==> config.mk <==
export PLATFORM = sky130hd
export DESIGN_NAME = grn_sim_ctrl
export DESIGN_NICKNAME = d
export VERILOG_FILES = /design/src/rtl/grn_sim_ctrl.sv
export SDC_FILE = /design/constraint.sdc
export NUM_CORES = 1
export LEC_CHECK = 0
export ABC_CLOCK_PERIOD_IN_PS = 4150
export BUFFER_PORTS_ARGS = -buffer_cell sky130_fd_sc_hd__buf_2
export CAP_MARGIN = 20
export CORE_UTILIZATION = 45
export DETAILED_ROUTE_END_ITERATION = 8
export PLACE_DENSITY_LB_ADDON = 0.12
export RECOVER_POWER = 50
export SLEW_MARGIN = 25
export SYNTH_ARGS = -nofsm -noshare
export SYNTH_HDL_FRONTEND = slang
export SYNTH_SLANG_ARGS = --single-unit
==> constraint.sdc <==
create_clock -name clk -period 4.15 [get_ports clk]
set_input_delay 0.415 -clock clk [delete_from_list [all_inputs] [get_ports clk]]
set_output_delay 0.415 -clock clk [all_outputs]
set_load 0.01 [all_outputs]
==> src/rtl/grn_sim_ctrl.sv <==
// rtl/grn_sim_ctrl.sv - sweep controller for a boolean-network attractor search
// Steps slow/fast node copies from each initial state until they coincide or time out.
module grn_sim_ctrl #(
    parameter int N_NODES   = 8,
    parameter int CNT_W     = 16,
    parameter int MAX_STEPS = 1024
) (
    input  logic               clk,
    input  logic               rst,
    input  logic               start,
    input  logic               abort,
    input  logic [N_NODES-1:0] init_first,
    input  logic [N_NODES-1:0] init_last,
    input  logic [N_NODES-1:0] s0_vec,
    input  logic [N_NODES-1:0] s1_vec,
    output logic               reset_nos,
    output logic [N_NODES-1:0] init_state,
    output logic               start_s0,
    output logic               start_s1,
    output logic               busy,
    output logic               done,
    output logic               res_valid,
    input  logic               res_ready,
    output logic [N_NODES-1:0] res_init,
    output logic [CNT_W-1:0]   res_steps,
    output logic [N_NODES-1:0] res_state,
    output logic               res_timeout
);

    typedef enum logic [2:0] {IDLE, LOAD, RUN, EMIT, DONE} state_t;

    localparam logic [CNT_W-1:0] MAX_CNT = CNT_W'(MAX_STEPS);

    state_t             state;
    state_t             state_nx;
    logic [N_NODES-1:0] cur_init;
    logic [N_NODES-1:0] next_init;
    logic [CNT_W-1:0]   step_cnt;
    logic               match;
    logic               step_en;
    logic               timeout_hit;
    logic               last_init;

    // Only even step counts are compared: the fast copy has then lapped the slow one cleanly.
    assign match       = (state == RUN) && (step_cnt >= CNT_W'(2)) && !step_cnt[0]
                         && (s0_vec == s1_vec);
    assign step_en     = (state == RUN) && !match && (step_cnt != MAX_CNT);
    assign timeout_hit = (state == RUN) && !match && (step_cnt == MAX_CNT);
    assign last_init   = (cur_init == init_last);
    assign next_init   = cur_init + N_NODES'(1);

    assign start_s0 = step_en;
    assign start_s1 = step_en;

    always_comb begin
        state_nx = state;
        case (state)
            IDLE:    if (start) state_nx = LOAD;
            LOAD:    state_nx = RUN;
            RUN:     if (match || timeout_hit) state_nx = EMIT;
            EMIT:    if (res_ready) state_nx = last_init ? DONE : LOAD;
            DONE:    state_nx = IDLE;
            default: state_nx = IDLE;
        endcase
        if (abort) state_nx = IDLE;
    end

    always_ff @(posedge clk or posedge rst) begin
        if (rst) begin
            state       <= IDLE;
            cur_init    <= '0;
            step_cnt    <= '0;
            init_state  <= '0;
            reset_nos   <= 1'b0;
            busy        <= 1'b0;
            done        <= 1'b0;
            res_valid   <= 1'b0;
            res_init    <= '0;
            res_steps   <= '0;
            res_state   <= '0;
            res_timeout <= 1'b0;
        end else begin
            state     <= state_nx;
            busy      <= (state_nx != IDLE);
            done      <= (state_nx == DONE);
            res_valid <= (state_nx == EMIT);
            reset_nos <= (state_nx == LOAD);
            case (state)
                IDLE: begin
                    if (start && !abort) begin
                        cur_init   <= init_first;
                        init_state <= init_first;
                    end
                end
                LOAD: step_cnt <= '0;
                RUN: begin
                    if (step_en) step_cnt <= step_cnt + CNT_W'(1);
                    if (match || timeout_hit) begin
                        res_init    <= cur_init;
                        res_steps   <= step_cnt;
                        res_state   <= s1_vec;
                        res_timeout <= !match;
                    end
                end
                EMIT: begin
                    if (res_ready && !abort && !last_init) begin
                        cur_init   <= next_init;
                        init_state <= next_init;
                    end
                end
                default: ;
            endcase
        end
    end

endmodule

==> impl_metrics.ini <==
[logic_synthesis]
yosys_most_used_dff = dfrtp_1
syn_inst = 273
synth.cell_area_um2 = 3080
async_reset_ff_share_pct = 100
syn-num-nets = 314
synth.area.top_cells = dfrtp_1 52%, mux2_2 12%, xnor2_1 4.8%
ys_ff_latch = 64
seq_area_frac_synth_pct = 52.0
avgSynthCellArea_um2 = 11.3
ys_warn_count = 0
yosysUniqueCellTypes = 43
synth_top_area_cell = dfrtp_1
yosys.area.top_type_share_pct = 52.0
synth-edff-count = 0
synth_common_cells = 64 x dfrtp_1, 33 x mux2_2, 24 x nand2_1
yosysMostFrequentCell = dfrtp_1

[power]
switching_power_mw = 0.415
p_leak_nw = 1.85
total_power_mw = 1.46
switching_share_pct = 28.3
p_comb_share_pct = 14.9
p_int_mw = 1.05
ir_drop_v = 0.000191
power.density_nw_per_um2 = 393
clkPwrFrac_pct = 36.4
seqPwrFrac_pct = 48.7

[timing]
tns_ns = 0
worst_slew_pin_slew_ns = 1.70
hold_viol_final = 0
finalCritPeriodShare_pct = 79.3
setup_slack_ns = 0.859
fin_crit_ns = 3.29
slew_headroom_pct = -13.4
rsz0062_at_grt = no
setup_viol = 0
fmax_mhz = 304
slew_viol_final = 33
finClkSkew_ns = 0.0112

[min_path]
min_path_type = in -> reg
hold_end = state[1]$_DFF_PP0_
hp-start = abort
hold-path-cell-count = 2

[critical_path]
r2r_start = state[1]$_DFF_PP0_
endpoint_kind = primary output
crit_required_ns = 3.73
r2r_cells = 7
cp_data_arrival_time_ns = 2.88
worstPathMaxFanout = 8
critPathLaunchType = flop
criticalPathCategory = reg -> out
reg2reg_to = res_init[0]$_DFFE_PP0P_
rrSetupSlack_ns = 1.24

[final_layout]
diodes = 0
fin_nets = 402
drive_above_1_share_pct = 33.6
fillerInstances = 598
area_growth_pct = 20.9
fin_area_um2 = 3730

[global_routing]
grt_max_degree = 35
grt_antenna_before_repair = 0
use_met3_pct = 3.83
first_global_vias = 2370
grt_usage_pct = 19.4
grt_pass1_wl_um = 10900
grt_use_met1_pct = 24.1
overflow = 0
grtUsageMet2_pct = 32.7
busiest_layer = met2

[placed_design]
gp_congestion = 0.810
io_buffers = 83
dpl_cell_area_um2 = 3560
dp_slack_ns = 1.24
dp_hpwl_um = 4500

[floorplan]
core_area_um2 = 6490
rows = 29
initial_utilization_pct = 47.4
die_area_um2 = 7180
ios = 84
die_h_um = 84.8
dieWidth_um = 84.8

[clock_tree]
cts_tree = done
postCtsHoldBufs = 0
post-cts-setup-buffers = 0
cts_max_level = 3
clockRootBuffer = clkbuf_8
cts.sinks = 64
cts_buffers = 9
clkTransAtPathRegs_ns = 0.07
post_cts_resized = 0
clock_latency_ns = 0.34
clockBufferDepth = 2

[status]
violations = design-rule violations, max-capacitance violations, max-slew violations
status = finished with violations

[detailed_routing]
drc = 4
drt_pass1_iterations = 8
via_per_inst = 5.26
drt-wirelength-per-cell_um = 14.1
routed_wl_um = 6270
num_vias = 2330
ant_nets = 0
drt_iter0_markers = 93

[run]
max_cap_violations = 1
-- power by group through the flow --
stage	clock, mW	combinational [mW]	sequential (mW)
after floorplan	0	0.145	0.718
final	0.533	0.218	0.714
after global routing	0.575	0.250	0.724
after detailed placement	0	0.222	0.726
after global placement	0	0.218	0.726
after CTS	0.553	0.223	0.714
-- stage by stage --
step | hold WS [ns] | std cells | utilization, %
final | 0.267 | 443 | 57.4
after floorplan | 0.489 | 273 | -
after global routing | 0.255 | 443 | 57.4
after global placement | 0.485 | 427 | 54.8
after detailed placement | 0.490 | 427 | 54.8
after CTS | 0.182 | 443 | 57.9
-- how the worst max path moves through the flow --
stage                                  start                        to  slack, ns  cells past startpoint
after floorplan           state[0]$_DFF_PP0_                  start_s1       1.48                      8
after global placement             s1_vec[5]  res_state[4]$_DFFE_PP0P_       1.29                      8
after detailed placement  state[1]$_DFF_PP0_   res_init[0]$_DFFE_PP0P_       1.24                      7
after CTS                 state[1]$_DFF_PP0_                  start_s1       0.86                      7
after global routing      state[1]$_DFF_PP0_                  start_s1       0.67                      7
final                     state[1]$_DFF_PP0_                  start_s1       0.86                      7
-- sequential cells by signal, summed over array words and instances, names as in the netlist --
name and flops:
res_steps 16, res_valid 1, state 3, res_timeout 1, reset_nos 1, busy 1, res_state 8, done 1
res_init 8, step_cnt 16, cur_init 8
-- kinds of logic after synthesis --
kind of cell,synth area share [%]
AO/OA/AOI/OAI,7.39
XOR/XNOR,7.39
adder cells (fa/ha/maj),1.62
buffers and inverters,3.04
flip-flops,52.0
multiplexers,13.4
AND/OR/NAND/NOR,15.2
-- critical path, cell delays in order, from the launching register on --
cell and delay, ns:
dfrtp_1 0.47, nor3b_4 0.40, nand4_1 0.13, or4_1 0.58
o21ba_2 0.30, o21ai_0 0.40, inv_1 0.10, buf_2 0.16
-- metal layers --
metal	share of wire (%)	wire length, um
met2	48	2990
met4	2.0	128
met3	4.2	263
met1	46	2890
met5	0	0
-- cells in the final DEF, fill, tap and decap left out, drive strengths merged --
cell type and n:
o211ai 2, o21ba 1, o22ai 3, o31ai 1, o31a 3, or3 1, nor4b 1, nor4 4
a21oi 11, and2 1, bufinv 1, dfrtp 64, buf 64, xor2 9, mux2i 4, nor3 1
a22o 1, nand2 24, ha 4, xnor2 17, and4 4, nor2 20, o21ai 9, nor2b 1
and3 5, nand2b 1, mux2 33, clkinv 5, clkbuf 32, inv 9, a21boi 2, nand4 7
or4 4, nor3b 2, nand3 12, or3b 1, a22oi 1, a31oi 1
-- final cells by class --
class	instances	area (um^2)	area share [%]
clock buffers	10	138	3.69
clock inverters	6	58.8	1.58
inverters	9	33.8	0.906
multi-input cells	191	1390	37.3
flip-flops and latches	64	1600	43.0
well taps	77	96.3	2.58
repair buffers	86	408	10.9
Power figures use the tool's default switching activity.
